### src/rtl/lib_rr_arbiter_pkg.sv
// lib_arb_pkg: shared types and helpers for round-robin arbitration blocks.
package lib_arb_pkg;

    typedef enum logic {ARB, LOCKED} arb_state_t;

    function automatic int rr_width(input int n);
        return (n > 1) ? $clog2(n) : 1;
    endfunction

endpackage

### src/rtl/lib_rr_arbiter_if.sv
// lib_rr_arbiter_if: N:1 flit arbiter bundle; FIFO side valid/enable in, registered flit out.
interface lib_rr_arbiter_if
    import lib_arb_pkg::*;
#(
    parameter int N     = 4,
    parameter int WIDTH = 8
);
    logic [N*WIDTH-1:0]     i_data;
    logic [N-1:0]           i_data_val;
    logic [N-1:0]           o_en;
    logic [WIDTH-1:0]       o_data;
    logic                   o_data_val;
    logic                   i_en;
    logic [rr_width(N)-1:0] o_grant;

    modport slave (
        input  i_data, i_data_val, i_en,
        output o_en, o_data, o_data_val, o_grant
    );

    modport master (
        output i_data, i_data_val, i_en,
        input  o_en, o_data, o_data_val, o_grant
    );
endinterface

### src/rtl/lib_rr_arbiter_pick.sv
// lib_rr_pick: combinational round-robin picker; first request at or after ptr, wrapping.
module lib_rr_pick #(
    parameter int N  = 4,
    parameter int IW = 2
) (
    input  logic [N-1:0]  req,
    input  logic [IW-1:0] ptr,
    output logic [N-1:0]  gnt,
    output logic [IW-1:0] idx,
    output logic          any
);
    // Scan from farthest to nearest offset so the nearest request wins.
    always_comb begin
        idx = '0;
        for (int i = N - 1; i >= 0; i--) begin
            if (req[IW'((int'(ptr) + i) % N)]) idx = IW'((int'(ptr) + i) % N);
        end
    end

    assign any = |req;
    assign gnt = any ? (N'(1) << idx) : '0;
endmodule

### src/rtl/lib_rr_arbiter.sv
// lib_rr_arbiter: round-robin N:1 flit arbiter with registered output and optional packet lock.
module lib_rr_arbiter
    import lib_arb_pkg::*;
#(
    parameter int N     = 4,
    parameter int WIDTH = 8,
    parameter int LOCK  = 0
) (
    input logic              clk,
    input logic              reset_n,
    lib_rr_arbiter_if.slave  bus
);
    localparam int IW       = rr_width(N);
    localparam int TAIL_BIT = WIDTH - 1;

    arb_state_t     state, state_nx;
    logic [IW-1:0]  ptr, lock_idx, g;
    logic [N-1:0]   req, gnt;
    logic [WIDTH-1:0] flit;
    logic           any, load_ok, grant, tail;

    assign load_ok = ~bus.o_data_val | bus.i_en;
    // While locked only the owning input may compete.
    assign req     = (state == LOCKED) ? (bus.i_data_val & (N'(1) << lock_idx)) : bus.i_data_val;

    lib_rr_pick #(.N(N), .IW(IW)) u_pick (
        .req (req),
        .ptr (ptr),
        .gnt (gnt),
        .idx (g),
        .any (any)
    );

    assign grant    = reset_n & load_ok & any;
    assign bus.o_en = grant ? gnt : '0;
    assign flit     = bus.i_data[int'(g)*WIDTH +: WIDTH];
    assign tail     = (LOCK == 0) | flit[TAIL_BIT];

    always_comb begin
        state_nx = state;
        if (grant && LOCK != 0) state_nx = tail ? ARB : LOCKED;
    end

    always_ff @(posedge clk) begin
        if (!reset_n) begin
            state          <= ARB;
            ptr            <= '0;
            lock_idx       <= '0;
            bus.o_data     <= '0;
            bus.o_data_val <= 1'b0;
            bus.o_grant    <= '0;
        end else begin
            state <= state_nx;
            if (grant) begin
                bus.o_data  <= flit;
                bus.o_grant <= g;
                lock_idx    <= g;
                if (tail) ptr <= (int'(g) == N - 1) ? '0 : g + 1'b1;
            end
            if (load_ok) bus.o_data_val <= any;
        end
    end
endmodule

### src/flat_wrapper.sv
// flat-port wrapper written by rule: the top's interface ports become plain ports
module lib_rr_arbiter_flat import lib_arb_pkg::*;
#(
    parameter int N     = 4,
    parameter int WIDTH = 8,
    parameter int LOCK  = 0
)
  (clk, reset_n, bus_i_data, bus_i_data_val, bus_i_en, bus_o_en, bus_o_data, bus_o_data_val, bus_o_grant);
  lib_rr_arbiter_if #(.N(N), .WIDTH(WIDTH)) bus_i ();
  input logic clk;
  input logic reset_n;
  input wire logic [$bits(bus_i.i_data)-1:0] bus_i_data;
  input wire logic [$bits(bus_i.i_data_val)-1:0] bus_i_data_val;
  input wire logic [$bits(bus_i.i_en)-1:0] bus_i_en;
  output wire logic [$bits(bus_i.o_en)-1:0] bus_o_en;
  output wire logic [$bits(bus_i.o_data)-1:0] bus_o_data;
  output wire logic [$bits(bus_i.o_data_val)-1:0] bus_o_data_val;
  output wire logic [$bits(bus_i.o_grant)-1:0] bus_o_grant;
  assign bus_i.i_data = bus_i_data;
  assign bus_i.i_data_val = bus_i_data_val;
  assign bus_i.i_en = bus_i_en;
  assign bus_o_en = bus_i.o_en;
  assign bus_o_data = bus_i.o_data;
  assign bus_o_data_val = bus_i.o_data_val;
  assign bus_o_grant = bus_i.o_grant;
  lib_rr_arbiter #(.N(N), .WIDTH(WIDTH), .LOCK(LOCK)) u_core (.clk(clk), .reset_n(reset_n), .bus(bus_i));
endmodule
### config.mk
export PLATFORM = sky130hd
export DESIGN_NAME = lib_rr_arbiter_flat
export DESIGN_NICKNAME = d
export VERILOG_FILES = /design/src/rtl/lib_rr_arbiter_pkg.sv /design/src/rtl/lib_rr_arbiter_if.sv /design/src/rtl/lib_rr_arbiter_pick.sv /design/src/rtl/lib_rr_arbiter.sv /design/src/flat_wrapper.sv
export SDC_FILE = /design/constraint.sdc
export NUM_CORES = 1
export LEC_CHECK = 0
export CAP_MARGIN = 20
export CORE_MARGIN = 3
export CORE_UTILIZATION = 36
export DETAILED_ROUTE_END_ITERATION = 7
export MAX_ROUTING_LAYER = met4
export PLACE_DENSITY = 0.81
export SYNTH_ARGS = -nofsm -noshare
export SYNTH_HDL_FRONTEND = slang
export SYNTH_HIERARCHICAL = 1
export SYNTH_SLANG_ARGS = --single-unit
### constraint.sdc
create_clock -name clk -period 2.6 [get_ports clk]
set_input_delay 0.39 -clock clk [delete_from_list [all_inputs] [get_ports clk]]
set_output_delay 0.39 -clock clk [all_outputs]
set_load 0.01 [all_outputs]
=== After elaboration in Yosys (flattened, before gate mapping) ===
Cells that the tools add are included.

* Output and inout bits: 15
* Input port bits: 39
* Register bits after elaboration: 13
* Word-level logic and storage cells: 39

* Mux-type cells: 19
* $add $sub $neg: 4
* Shifts and indexed selects: 2
* Bitwise logic cells: 4
* Magnitude comparators: 4
* Equal/unequal tests: 1
* Reductions and logical operators: 1

{| class="wikitable"
|+ Operator list
! operator !! count
|-
| indexed part select 32 x 6 -> 8 bit || 1
|-
| less-than comparator 2 x 4 -> 1 bit, second input constant || 4
|-
| 2-to-1 mux 2 bit || 5
|-
| binary-select mux 1 bit (select 2 bit) || 4
|-
| 2-to-1 mux 1 bit || 8
|-
| 2-to-1 mux 4 bit || 2
|-
| adder 2 x 1 -> 2 bit, second input constant || 2
|-
| adder 2 bit, second input constant || 2
|-
| OR reduction 4 bit || 1
|-
| << shifter 1 x 2 -> 4 bit, first input constant || 1
|-
| AND 1 bit || 2
|-
| equality test 2 x 1 -> 1 bit, second input constant || 1
|-
| NOT 1 bit || 1
|-
| OR 1 bit || 1
|}

=== Logic depth before layout (Yosys ltp) ===
Gate-level depths: netlist (run 1).

* Depth in word-level cells: 11
* Mapped depth: 7
* Mapped depth without buffers: 6

=== By module ===
The synthesis (run 1) kept the hierarchy.

{| class="wikitable"
|+ Modules (own cells, without submodules)
! module !! times used !! area an instance (um2) !! sequential area each (um2) !! cells an instance
|-
| lib_rr_arbiter || 1 || 648.1 || 260.2 || 49
|-
| lib_rr_pick || 1 || 211.5 || 0.0 || 33
|}

=== Least setup slack after synthesis (run 1) ===
OpenSTA, ideal clock, no wires.

* Kind: input to register
* From: input port bus_i_data_val[0]
* To: register u_core.bus.o_data[0]
* Setup time: 0.117 ns
* Data required time: 2.483 ns
* Stages on the path: 7
* Buffers on the path: 2
* Data arrival time: 1.869 ns
* Setup slack: 0.615 ns
* Cells stage by stage: buf_4 > a21boi_1 > o22ai_1 > a31oi_1 > buf_6 > mux4_2 > a22o_1

* Longest elaborated chain between the ends: 8
* Elaborated cells on any way between the ends: 19
* Classes of those cells: 1 x shift; 16 x mux; 1 x bitwise; 1 x reduce/logical

{| class="wikitable"
|+ RTL lines
! item !! RTL line !! text
|-
| start, declared || flat_wrapper.sv:13 || <nowiki>input wire logic [$bits(bus_i.i_data_val)-1:0] bus_i_data_val;</nowiki>
|-
| binary-select mux 1 bit (select 2 bit) || lib_rr_arbiter_pick.sv:16 || <nowiki>if (req[IW'((int'(ptr) + i) % N)]) idx = IW'((int'(ptr) + i) % N);</nowiki>
|-
| 2-to-1 mux 1 bit (implied by the code) (2 in series) || lib_rr_arbiter_pick.sv:16 ||
|-
| 2-to-1 mux 2 bit (3 in series) || lib_rr_arbiter_pick.sv:16 ||
|-
| 2-to-1 mux 2 bit * || lib_rr_arbiter_pick.sv:16 ||
|-
| via u_core.g[0] || lib_rr_arbiter.sv:17 || <nowiki>logic [IW-1:0] ptr, lock_idx, g;</nowiki>
|-
| indexed part select 32 x 6 -> 8 bit * || lib_rr_arbiter.sv:36 || <nowiki>assign flit = bus.i_data[int'(g)*WIDTH +: WIDTH];</nowiki>
|-
| end signal, assigned || lib_rr_arbiter.sv:55 || <nowiki>bus.o_data <= flit;</nowiki>
|-
| end, declared || lib_rr_arbiter_if.sv:18 || <nowiki>output o_en, o_data, o_data_val, o_grant</nowiki>
|}

The timed path passes the listed nets; every way through them passes the cells marked *. The select of a mux whose other input is x is not followed.
A chain may end at the register's enable or synchronous reset.

=== Worst setup path in the final report (run 1) ===
* From: input port bus_i_data_val[3]
* To: output port bus_o_en[1]

* Elaborated cells on any way between the ends: 21
* Classes of those cells: 1 x shift; 18 x mux; 1 x bitwise; 1 x reduce/logical

{| class="wikitable"
|+ RTL lines
! item !! RTL line !! text
|-
| OR reduction 4 bit * || lib_rr_arbiter_pick.sv:20 || <nowiki>assign any = |req;</nowiki>
|-
| via u_core.any || lib_rr_arbiter.sv:20 || <nowiki>logic any, load_ok, grant, tail;</nowiki>
|-
| 2-to-1 mux 4 bit or AND 1 bit (tied branches) || lib_rr_arbiter_pick.sv:21, lib_rr_arbiter.sv:34 ||
|-
| 2-to-1 mux 4 bit * || lib_rr_arbiter.sv:35 || <nowiki>assign bus.o_en = grant ? gnt : '0;</nowiki>
|-
| end, declared || flat_wrapper.sv:15 || <nowiki>output wire logic [$bits(bus_i.o_en)-1:0] bus_o_en;</nowiki>
|}

Marked as above.

==> results of run 1 <==
[repair_timing]
action / CTS / global route
buffers inserted: 0 / 0
setup endpoints to repair: 0 / 4
gates resized for setup: 0 / 3
[logic make-up after synthesis]
| kind of cell | Yosys count |
|---|---|
| flip-flops | 13 |
| buffers and inverters | 14 |
| AO/OA/AOI/OAI | 31 |
| multiplexers | 9 |
| AND/OR/NAND/NOR | 14 |
| adder cells (fa/ha/maj) | 1 |
[area by class of cell]
| class | count | area share [%] |
|---|---|---|
| multi-input cells | 55 | 36.3 |
| inverters | 5 | 1.31 |
| clock inverters | 1 | 0.349 |
| clock buffers | 3 | 1.57 |
| flip-flops and latches | 13 | 18.1 |
| repair buffers | 56 | 39.9 |
| well taps | 28 | 2.44 |
[metal layers]
metal,track usage [%],wire (microns)
met5,-,0
met4,6.22,9
met3,6.27,257
met2,26.8,1100
met1,22.6,975
[registers in the layout (all words and copies together), names as in the netlist]
name	count
u_core/bus.o_data	8
u_core/bus.o_data_val	1
u_core/bus.o_grant	2
u_core/ptr	2
[per-stage QoR]
stage	cell area (sq um)	total power [mW]
after floorplan	860	0.428
after global routing	1440	0.728
after CTS	1430	0.691
final	1440	0.685
after global placement	1400	0.556
after detailed placement	1400	0.564
[power by group through the flow]
stage / sequential, mW / combinational, mW / clock (mW)
finish: 0.254 / 0.306 / 0.125
global route: 0.258 / 0.327 / 0.143
CTS: 0.254 / 0.308 / 0.129
detailed placement: 0.258 / 0.306 / 0
global placement: 0.256 / 0.300 / 0
floorplan: 0.258 / 0.169 / 0
[worst max-delay path, stage by stage]
cell and delay, ns:
sky130_fd_sc_hd__clkdlybuf4s50_1 0.58, sky130_fd_sc_hd__nor2_1 0.08, sky130_fd_sc_hd__nand2_1 0.10, sky130_fd_sc_hd__and3_1 0.23, sky130_fd_sc_hd__and2_1 0.15, sky130_fd_sc_hd__clkdlybuf4s50_1 0.53
[cells in the final DEF (no fill, tap or decap)]
master / instances
sky130_fd_sc_hd__a21boi_0: 3
sky130_fd_sc_hd__a21boi_1: 1
sky130_fd_sc_hd__a21oi_1: 4
sky130_fd_sc_hd__a22o_1: 12
sky130_fd_sc_hd__a22o_2: 1
sky130_fd_sc_hd__a31oi_2: 1
sky130_fd_sc_hd__and2_1: 5
sky130_fd_sc_hd__and3_1: 1
sky130_fd_sc_hd__buf_12: 1
sky130_fd_sc_hd__buf_4: 2
sky130_fd_sc_hd__clkbuf_4: 3
sky130_fd_sc_hd__clkdlybuf4s50_1: 50
sky130_fd_sc_hd__clkinv_2: 1
sky130_fd_sc_hd__dfxtp_1: 13
sky130_fd_sc_hd__dlymetal6s2s_1: 3
sky130_fd_sc_hd__ha_1: 1
sky130_fd_sc_hd__inv_1: 5
sky130_fd_sc_hd__mux2i_1: 1
sky130_fd_sc_hd__mux4_2: 8
sky130_fd_sc_hd__nand2_1: 1
sky130_fd_sc_hd__nand2b_1: 1
sky130_fd_sc_hd__nor2_1: 5
sky130_fd_sc_hd__nor2b_1: 1
sky130_fd_sc_hd__o21ai_0: 2
sky130_fd_sc_hd__o21ai_1: 2
sky130_fd_sc_hd__o221a_2: 2
sky130_fd_sc_hd__o22ai_1: 1
sky130_fd_sc_hd__o2bb2a_1: 1
sky130_fd_sc_hd__o2bb2ai_1: 1
[final timing paths]
path | cells past startpoint | slack [ns] | startpoint | to
min reg2reg | 1 | 0.49 | u_core/bus.o_data[4] | u_core/bus.o_data[4]
max | 6 | 0.16 | bus_i_data_val[3] | bus_o_en[1]
min | 1 | 0.49 | u_core/bus.o_data[4] | u_core/bus.o_data[4]
max reg2reg | 6 | 0.43 | u_core/ptr[1] | u_core/bus.o_data[0]
==> impl_results.html, run 1 <==
<table>
<tr><th>Metric</th><th>Value</th></tr>
<tr><th colspan="2">STA</th></tr>
<tr><td>Final hold viol count</td><td>0</td></tr>
<tr><td>Slew HR</td><td>approximately 69%</td></tr>
<tr><td>Transition at the pin with the smallest max-transition slack</td><td>roughly 0.47 ns</td></tr>
<tr><td>Highest clock rate</td><td>roughly 400 MHz</td></tr>
<tr><td>Count of final setup violators</td><td>0</td></tr>
<tr><td>Final period utilization</td><td>93.7%</td></tr>
<tr><td>Unrepaired setup endpoints after global routing</td><td>false</td></tr>
<tr><td>Aggregate negative setup slack</td><td>0 ns</td></tr>
<tr><td>Min setup slack post-route</td><td>between 0.15 and 0.2 ns</td></tr>
<tr><td>Hold slack final</td><td>between 0.4 and 0.5 ns</td></tr>
<tr><td>Slew Limit Fails</td><td>0</td></tr>
<tr><td>Min Clock Period, post-route</td><td>about 2.4 ns</td></tr>
<tr><td>Post-route clock skew</td><td>about 0.0011 ns</td></tr>
<tr><th colspan="2">Power</th></tr>
<tr><td>Leakage Power</td><td>slightly below 0.6 nW</td></tr>
<tr><td>Switching share of total power</td><td>between 20% and 30%</td></tr>
<tr><td>Total power per unit cell area</td><td>approximately 480 nW/um^2</td></tr>
<tr><td>Register share of total power</td><td>37.0%</td></tr>
<tr><td>Internal power of the cells</td><td>0.481 mW</td></tr>
<tr><td>Part of the total power dissipated in the clock network</td><td>18.3%</td></tr>
<tr><td>VDD IR max</td><td>315 uV</td></tr>
<tr><td>Switching component of the power</td><td>slightly above 0.2 mW</td></tr>
<tr><td>Logic pwr share</td><td>44.7%</td></tr>
<tr><th colspan="2">Logic synthesis</th></tr>
<tr><td>Main flop type after synthesis</td><td>sky130_fd_sc_hd__dfxtp_1</td></tr>
<tr><td>Most instantiated library cell after synthesis</td><td>sky130_fd_sc_hd__dfxtp_1</td></tr>
<tr><td>Post-synthesis cell count</td><td>about 80</td></tr>
<tr><td>Fraction of the mapped netlist area in simple logic gates</td><td>under 10%</td></tr>
<tr><td>Fraction of the mapped netlist area in compound gates</td><td>about 28%</td></tr>
<tr><td>Number of unique standard cell types used by synthesis</td><td>27</td></tr>
<tr><td>Top post-synthesis cells by count</td><td>sky130_fd_sc_hd__dfxtp_1, sky130_fd_sc_hd__a22o_1, sky130_fd_sc_hd__mux4_2</td></tr>
<tr><td>Sequential area share after synthesis</td><td>a little under a third</td></tr>
<tr><td>Synth Net Count</td><td>~120</td></tr>
<tr><td>Main area contributors after synthesis</td><td>sky130_fd_sc_hd__dfxtp_1, sky130_fd_sc_hd__mux4_2, sky130_fd_sc_hd__a22o_1</td></tr>
<tr><td>Multiplexer share of the synthesized area</td><td>about 22%</td></tr>
<tr><td>Post-synth design cell area</td><td>~860 sq um</td></tr>
<tr><td>Top cell type by total area after synthesis</td><td>sky130_fd_sc_hd__dfxtp_1</td></tr>
<tr><td>Synthesis-stage register bit count</td><td>13</td></tr>
<tr><td>Async set or reset register ratio after synthesis</td><td>0%</td></tr>
<tr><td>Share of Yosys cell area claimed by the top area cell type</td><td>between 30% and 40%</td></tr>
<tr><td>EDFF count, synth</td><td>0</td></tr>
<tr><td>Xor/xnor cell area share of the yosys netlist</td><td>0%</td></tr>
<tr><td>Main combinational cell family by area after synthesis</td><td>compound AO/OA/AOI/OAI gates</td></tr>
<tr><td>Synthesized area per cell</td><td>around 10 sq um</td></tr>
<tr><td>Synth Warn #</td><td>6</td></tr>
<tr><td>Adder and majority cell fraction of the synthesized area</td><td>1.46%</td></tr>
<tr><th colspan="2">GRT</th></tr>
<tr><td>Pin count of the biggest net entering global routing</td><td>13</td></tr>
<tr><td>Wire length of the first global-routing pass</td><td>around 3700 microns</td></tr>
<tr><td>Total grt overflow</td><td>0</td></tr>
<tr><td>Initial antenna violation count</td><td>0</td></tr>
<tr><td>Number of global-route vias before repair</td><td>about 840</td></tr>
<tr><td>Global Route Usage Sum</td><td>between 10% and 20%</td></tr>
<tr><th colspan="2">Detailed routing</th></tr>
<tr><td>Total number of vias</td><td>880</td></tr>
<tr><td>Average wire length per cell after detail routing</td><td>~15 microns</td></tr>
<tr><td>DRT iter0 DRCs</td><td>8</td></tr>
<tr><td>Final WL</td><td>roughly 2300 microns</td></tr>
<tr><td>DRC</td><td>0</td></tr>
<tr><td>Vias per Instance</td><td>around 5.5</td></tr>
<tr><td>Initial DRT Pass Iterations</td><td>4</td></tr>
<tr><td>DRT antenna net count</td><td>0</td></tr>
<tr><th colspan="2">Layout</th></tr>
<tr><td>Layout area overhead</td><td>67.0%</td></tr>
<tr><td>Fillcell total</td><td>~180</td></tr>
<tr><td>Share of the core filled with cells in the final layout</td><td>64.3%</td></tr>
<tr><td>Share of layout cells above drive strength 1</td><td>about 14%</td></tr>
<tr><td>Filler-free cell count of the finished design</td><td>about 160</td></tr>
<tr><td>Area of the multi-input gates</td><td>520 sq um</td></tr>
<tr><td>Net count reported at finish</td><td>approximately 170</td></tr>
<tr><td>Count of inserted antenna diode cells</td><td>0</td></tr>
<tr><td>Combined flip-flop and latch cell area</td><td>approximately 260 sq um</td></tr>
<tr><th colspan="2">Die</th></tr>
<tr><td>Area of the die</td><td>~3000 sq um</td></tr>
<tr><td>Die width</td><td>about 55 microns</td></tr>
<tr><td>Core Footprint</td><td>roughly 2200 sq um</td></tr>
<tr><td>Starting Density</td><td>38.5%</td></tr>
<tr><td>Y dimension of the die</td><td>approximately 55 microns</td></tr>
<tr><td>Number of top-level design ports</td><td>54</td></tr>
<tr><td>Num rows</td><td>17</td></tr>
<tr><th colspan="2">Placement</th></tr>
<tr><td>Routability congestion estimate from global placement</td><td>0.771</td></tr>
<tr><td>Estimated wirelength of the detail-placed design</td><td>1850 microns</td></tr>
<tr><td>Cell Count Post-Placement</td><td>~160</td></tr>
<tr><td>Worst Setup Slack post-DPL</td><td>0.0442 ns</td></tr>
<tr><td>Count of input and output buffers</td><td>53</td></tr>
<tr><th colspan="2">Worst setup path</th></tr>
<tr><td>Arrival time of data at the critical path endpoint</td><td>2.05 ns</td></tr>
<tr><td>Worst-path fanout max</td><td>6</td></tr>
<tr><td>Worst Path Required</td><td>~2.2 ns</td></tr>
<tr><td>Crit start category</td><td>primary input</td></tr>
<tr><td>Critical setup path kind</td><td>in -&gt; out</td></tr>
<tr><td>Endpoint kind of the worst setup timing path</td><td>primary output</td></tr>
<tr><th colspan="2">CTS</th></tr>
<tr><td>Clock Path Buffers</td><td>2</td></tr>
<tr><td>Number of clock sinks</td><td>13</td></tr>
<tr><td>Hold-fix buffers at CTS</td><td>0</td></tr>
<tr><td>TritonCTS clock tree</td><td>done</td></tr>
<tr><td>Clock edge transition at the registers on the reported setup and hold paths</td><td>roughly 0.080 ns</td></tr>
<tr><td>Clk Tree Root Cell</td><td>sky130_fd_sc_hd__clkbuf_4</td></tr>
<tr><td>H-Tree Depth</td><td>1</td></tr>
<tr><td>Clock latency reported for the late side of the worst-skew pair</td><td>roughly 0.27 ns</td></tr>
<tr><td>Number of buffers created by CTS</td><td>3</td></tr>
<tr><th colspan="2">Run</th></tr>
<tr><td>Number of max-cap violations</td><td>0</td></tr>
<tr><th colspan="2">Outcome</th></tr>
<tr><td>Status</td><td>completed</td></tr>
<tr><th colspan="2">Min path</th></tr>
<tr><td>Hold Path Class</td><td>reg -&gt; reg</td></tr>
</table>
No activity file was read; power rests on OpenSTA's default activity.
==> run 2, diff against run 1 <==
- CORE_UTILIZATION: 36 -> 35
- SYNTH_HIERARCHICAL: 1 -> default
==> impl_results.html, run 2 <==
<table>
<tr><th>Metric</th><th>Value</th></tr>
<tr><th colspan="2">Layout</th></tr>
<tr><td>Max FFs per register</td><td>8 (unchanged)</td></tr>
<tr><td>Combined flip-flop and latch cell area</td><td>260 sq um (unchanged)</td></tr>
<tr><td>Largest regs</td><td>u_core.bus.o_data: 8 flops, u_core.lock_idx: 2 flops, u_core.ptr: 2 flops (was u_core/bus.o_data: 8 flops, u_core/bus.o_grant: 2 flops, u_core/ptr: 2 flops)</td></tr>
<tr><td>Commonest non-fill, non-tap cell in the layout</td><td>sky130_fd_sc_hd__clkdlybuf4s50_1 (unchanged)</td></tr>
<tr><td>Count of inserted antenna diode cells</td><td>0 (unchanged)</td></tr>
<tr><td>Net count reported at finish</td><td>191 (was 174)</td></tr>
<tr><td>Commonest cells after routing, fill and taps aside</td><td>sky130_fd_sc_hd__clkdlybuf4s50_1, sky130_fd_sc_hd__mux2i_1, sky130_fd_sc_hd__dfxtp_1, sky130_fd_sc_hd__buf_4, sky130_fd_sc_hd__nand3_1 (was sky130_fd_sc_hd__clkdlybuf4s50_1, sky130_fd_sc_hd__dfxtp_1, sky130_fd_sc_hd__a22o_1, sky130_fd_sc_hd__mux4_2)</td></tr>
<tr><td>Layout area overhead</td><td>79.4% (was 67.0%)</td></tr>
<tr><td>Filler-free cell count of the finished design</td><td>177 (was 161)</td></tr>
<tr><td>Share of layout cells above drive strength 1</td><td>12.7% (was 14.3%)</td></tr>
<tr><td>Fillcell total</td><td>176 (was 183)</td></tr>
<tr><td>Area of the multi-input gates</td><td>488 sq um (was 520 sq um)</td></tr>
<tr><td>Register with the most flip-flops</td><td>u_core.bus.o_data (was u_core/bus.o_data)</td></tr>
<tr><th colspan="2">GRT</th></tr>
<tr><td>Number of global-route vias before repair</td><td>880 (was 835)</td></tr>
<tr><td>Initial antenna violation count</td><td>0 (unchanged)</td></tr>
<tr><td>Global Route Usage Sum</td><td>19.0% (was 18.0%)</td></tr>
<tr><td>Wire length of the first global-routing pass</td><td>3870 microns (was 3710 microns)</td></tr>
<tr><td>Total grt overflow</td><td>0 (unchanged)</td></tr>
<tr><td>Pin count of the biggest net entering global routing</td><td>13 (unchanged)</td></tr>
<tr><th colspan="2">CTS</th></tr>
<tr><td>Clk Tree Root Cell</td><td>sky130_fd_sc_hd__clkbuf_4 (unchanged)</td></tr>
<tr><td>Clock edge transition at the registers on the reported setup and hold paths</td><td>0.07 ns (was 0.08 ns)</td></tr>
<tr><td>Post-CTS repair timing setup buffer count</td><td>0 (unchanged)</td></tr>
<tr><td>Number of clock sinks</td><td>13 (unchanged)</td></tr>
<tr><td>Hold-fix buffers at CTS</td><td>0 (unchanged)</td></tr>
<tr><td>H-Tree Depth</td><td>1 (unchanged)</td></tr>
<tr><td>Number of buffers created by CTS</td><td>3 (unchanged)</td></tr>
<tr><td>Clock latency reported for the late side of the worst-skew pair</td><td>0.28 ns (was 0.27 ns)</td></tr>
<tr><td>Clock Path Buffers</td><td>2 (unchanged)</td></tr>
<tr><td>TritonCTS clock tree</td><td>done (unchanged)</td></tr>
<tr><th colspan="2">Power</th></tr>
<tr><td>Leakage Power</td><td>0.651 nW (was 0.584 nW)</td></tr>
<tr><td>Logic pwr share</td><td>43.9% (was 44.7%)</td></tr>
<tr><td>VDD IR max</td><td>265 uV (was 315 uV)</td></tr>
<tr><td>Total power per unit cell area</td><td>463 nW/um^2 (was 477 nW/um^2)</td></tr>
<tr><td>Internal power of the cells</td><td>0.462 mW (was 0.481 mW)</td></tr>
<tr><td>Part of the total power dissipated in the clock network</td><td>18.9% (was 18.3%)</td></tr>
<tr><td>Register share of total power</td><td>37.2% (was 37.0%)</td></tr>
<tr><td>Switching component of the power</td><td>0.204 mW (about the same)</td></tr>
<tr><td>Switching share of total power</td><td>30.7% (was 29.7%)</td></tr>
<tr><th colspan="2">Placement</th></tr>
<tr><td>Count of input and output buffers</td><td>53 (unchanged)</td></tr>
<tr><td>Estimated wirelength of the detail-placed design</td><td>2140 microns (was 1850 microns)</td></tr>
<tr><td>Worst Setup Slack post-DPL</td><td>-0.168 ns (was 0.0442 ns)</td></tr>
<tr><td>Cell Count Post-Placement</td><td>173 (was 157)</td></tr>
<tr><td>Routability congestion estimate from global placement</td><td>0.842 (was 0.771)</td></tr>
<tr><th colspan="2">STA</th></tr>
<tr><td>Min setup slack post-route</td><td>0.232 ns (was 0.164 ns)</td></tr>
<tr><td>Transition at the pin with the smallest max-transition slack</td><td>0.357 ns (was 0.468 ns)</td></tr>
<tr><td>Aggregate negative setup slack</td><td>0 ns (unchanged)</td></tr>
<tr><td>Final period utilization</td><td>91.1% (was 93.7%)</td></tr>
<tr><td>Hold slack final</td><td>0.467 ns (was 0.490 ns)</td></tr>
<tr><td>Min Clock Period, post-route</td><td>2.37 ns (was 2.44 ns)</td></tr>
<tr><td>Final hold viol count</td><td>0 (unchanged)</td></tr>
<tr><td>Unrepaired setup endpoints after global routing</td><td>false (unchanged)</td></tr>
<tr><td>Slew HR</td><td>76.1% (was 68.8%)</td></tr>
<tr><td>Slew Limit Fails</td><td>0 (unchanged)</td></tr>
<tr><td>Count of final setup violators</td><td>0 (unchanged)</td></tr>
<tr><td>Highest clock rate</td><td>422 MHz (was 410 MHz)</td></tr>
<tr><td>Post-route clock skew</td><td>0.00712 ns (was 0.00111 ns)</td></tr>
<tr><th colspan="2">Detailed routing</th></tr>
<tr><td>Final WL</td><td>2550 microns (was 2340 microns)</td></tr>
<tr><td>Average wire length per cell after detail routing</td><td>14.4 microns (was 14.5 microns)</td></tr>
<tr><td>Total number of vias</td><td>938 (was 880)</td></tr>
<tr><td>DRT iter0 DRCs</td><td>16 (was 8)</td></tr>
<tr><td>DRC</td><td>0 (unchanged)</td></tr>
<tr><td>Vias per Instance</td><td>5.30 (was 5.47)</td></tr>
<tr><td>Initial DRT Pass Iterations</td><td>4 (unchanged)</td></tr>
<tr><td>DRT antenna net count</td><td>0 (unchanged)</td></tr>
<tr><th colspan="2">Worst setup path</th></tr>
<tr><td>Endpoint kind of the worst setup timing path</td><td>primary output (unchanged)</td></tr>
<tr><td>Critical path's largest stage delay</td><td>0.45 ns (was 0.58 ns)</td></tr>
<tr><td>Worst-path fanout max</td><td>4 (was 6)</td></tr>
<tr><td>Cell with the biggest individual delay on the critical path</td><td>sky130_fd_sc_hd__clkdlybuf4s50_1 (unchanged)</td></tr>
<tr><td>Critical path cell sequence</td><td>clkdlybuf4s50_1 -&gt; buf_4 -&gt; o221ai_2 -&gt; inv_2 -&gt; ha_1 -&gt; and3_1 -&gt; dlygate4sd2_1 (was clkdlybuf4s50_1 -&gt; nor2_1 -&gt; nand2_1 -&gt; and3_1 -&gt; and2_1 -&gt; clkdlybuf4s50_1)</td></tr>
<tr><td>Worst path bufs/invs</td><td>4 (was 2)</td></tr>
<tr><td>Reg2Reg Setup Slack</td><td>0.89 ns (was 0.43 ns)</td></tr>
<tr><td>Arrival time of data at the critical path endpoint</td><td>1.98 ns (was 2.05 ns)</td></tr>
<tr><td>Critical setup path kind</td><td>in -&gt; out (unchanged)</td></tr>
<tr><td>Crit start category</td><td>primary input (unchanged)</td></tr>
<tr><td>Worst Path Required</td><td>2.21 ns (about the same)</td></tr>
<tr><td>Category of cells accounting for the largest share of critical-path delay</td><td>buffers and inverters (unchanged)</td></tr>
<tr><th colspan="2">Die</th></tr>
<tr><td>Area of the die</td><td>2900 sq um (was 3010 sq um)</td></tr>
<tr><td>Starting Density</td><td>38.9% (was 38.5%)</td></tr>
<tr><td>Number of top-level design ports</td><td>54 (unchanged)</td></tr>
<tr><td>Core Footprint</td><td>2060 sq um (was 2230 sq um)</td></tr>
<tr><td>Y dimension of the die</td><td>53.9 microns (was 54.9 microns)</td></tr>
<tr><td>Num rows</td><td>16 (was 17)</td></tr>
<tr><td>Die width</td><td>53.9 microns (was 54.9 microns)</td></tr>
<tr><th colspan="2">Logic synthesis</th></tr>
<tr><td>Main area contributors after synthesis</td><td>sky130_fd_sc_hd__dfxtp_1, sky130_fd_sc_hd__mux2i_1, sky130_fd_sc_hd__o221ai_1 (was sky130_fd_sc_hd__dfxtp_1, sky130_fd_sc_hd__mux4_2, sky130_fd_sc_hd__a22o_1)</td></tr>
<tr><td>Synth Warn #</td><td>0 (was 6)</td></tr>
<tr><td>Async set or reset register ratio after synthesis</td><td>0% (unchanged)</td></tr>
<tr><td>Synth Net Count</td><td>127 (was 122)</td></tr>
<tr><td>Synthesis-stage register bit count</td><td>13 (unchanged)</td></tr>
<tr><td>Number of unique standard cell types used by synthesis</td><td>28 (was 27)</td></tr>
<tr><td>Post-synthesis cell count</td><td>87 (was 82)</td></tr>
<tr><td>Sequential area share after synthesis</td><td>32.4% (was 30.3%)</td></tr>
<tr><td>Synthesized area per cell</td><td>9.22 sq um (was 10.5 sq um)</td></tr>
<tr><td>Share of Yosys cell area claimed by the top area cell type</td><td>32.4% (was 30.3%)</td></tr>
<tr><td>EDFF count, synth</td><td>0 (unchanged)</td></tr>
<tr><td>Top post-synthesis cells by count</td><td>sky130_fd_sc_hd__mux2i_1, sky130_fd_sc_hd__dfxtp_1, sky130_fd_sc_hd__nand3_1, sky130_fd_sc_hd__o221ai_1, sky130_fd_sc_hd__nand2_1 (was sky130_fd_sc_hd__dfxtp_1, sky130_fd_sc_hd__a22o_1, sky130_fd_sc_hd__mux4_2)</td></tr>
<tr><td>Most instantiated library cell after synthesis</td><td>sky130_fd_sc_hd__mux2i_1 (was sky130_fd_sc_hd__dfxtp_1)</td></tr>
<tr><td>Main flop type after synthesis</td><td>sky130_fd_sc_hd__dfxtp_1 (unchanged)</td></tr>
<tr><td>Top cell type by total area after synthesis</td><td>sky130_fd_sc_hd__dfxtp_1 (unchanged)</td></tr>
<tr><td>Post-synth design cell area</td><td>802 sq um (was 860 sq um)</td></tr>
<tr><th colspan="2">Outcome</th></tr>
<tr><td>Status</td><td>completed (unchanged)</td></tr>
<tr><th colspan="2">Run</th></tr>
<tr><td>Number of max-cap violations</td><td>0 (unchanged)</td></tr>
<tr><th colspan="2">Min path</th></tr>
<tr><td>Hold Path Class</td><td>reg -&gt; reg (unchanged)</td></tr>
</table>
==> run 2: changes by cell type after synthesis, sizes merged, moves of 5 or more <==
cell / before / now
a22o: 13 / 0
nand2: 1 / 6
o221ai: 0 / 9
mux4: 8 / 0
nand3: 0 / 9
mux2i: 1 / 17
==> run 2: final cells by class <==
cell class | instances | share of cell area (%)
sequential | 13 | 18.1
multi-input combinational | 65 | 33.9
timing repair buffer | 64 | 42.8
clock buffer | 4 | 1.83
inverter | 4 | 1.04
tap | 27 | 2.35
==> run 2: worst reg2reg max path: stages (launching register included) <==
cell	delay [ns]
sky130_fd_sc_hd__dfxtp_1	0.37
sky130_fd_sc_hd__or3b_1	0.40
sky130_fd_sc_hd__o221ai_2	0.12
sky130_fd_sc_hd__buf_4	0.30
sky130_fd_sc_hd__mux2i_1	0.25
sky130_fd_sc_hd__o221ai_1	0.14
==> run 2: per-stage QoR <==
step / util (%) / power, mW / area (sq um)
after global routing: 69.8 / 0.712 / 1440
after global placement: 68.4 / 0.544 / 1410
final: 69.8 / 0.667 / 1440
after floorplan: - / 0.398 / 802
after CTS: 69.4 / 0.677 / 1430
after detailed placement: 68.4 / 0.553 / 1410
==> run 2: repair_timing <==
| action | 4_1_cts | 5_1_grt |
|---|---|---|
| setup endpoints to repair | 4 | 1 |
| resized for setup | 4 | 3 |
| cloned | 0 | 0 |
==> run 2: kinds of logic after synthesis <==
kind of cell             synth area share, %
flip-flops                              32.4
adder cells (fa/ha/maj)                 1.56
multiplexers                            21.2
AO/OA/AOI/OAI                           17.8
AND/OR/NAND/NOR                         19.5
buffers and inverters                   7.49
==> run 2: path summary, 6_finish.rpt <==
check,start,to,cells after the start
setup / recovery,bus_i_data_val[3],bus_o_en[3],7
setup reg to reg,u_core.ptr[1],u_core.bus.o_data[2],5
hold reg to reg,u_core.lock_idx[0],u_core.lock_idx[0],2
hold / removal,u_core.lock_idx[0],u_core.lock_idx[0],2
==> run 2: power groups by stage <==
stage | clock, mW | combinational [mW] | sequential (mW)
floorplan | 0 | 0.138 | 0.260
global placement | 0 | 0.295 | 0.250
detailed placement | 0 | 0.300 | 0.252
CTS | 0.133 | 0.297 | 0.248
global route | 0.145 | 0.316 | 0.251
finish | 0.126 | 0.293 | 0.248
==> run 2: metal layers <==
metal | track usage [%] | share of wire [%]
met1 | 19.9 | 39
met2 | 33.1 | 48
met3 | 5.54 | 12
met4 | 7.66 | 1.3
met5 | - | 0
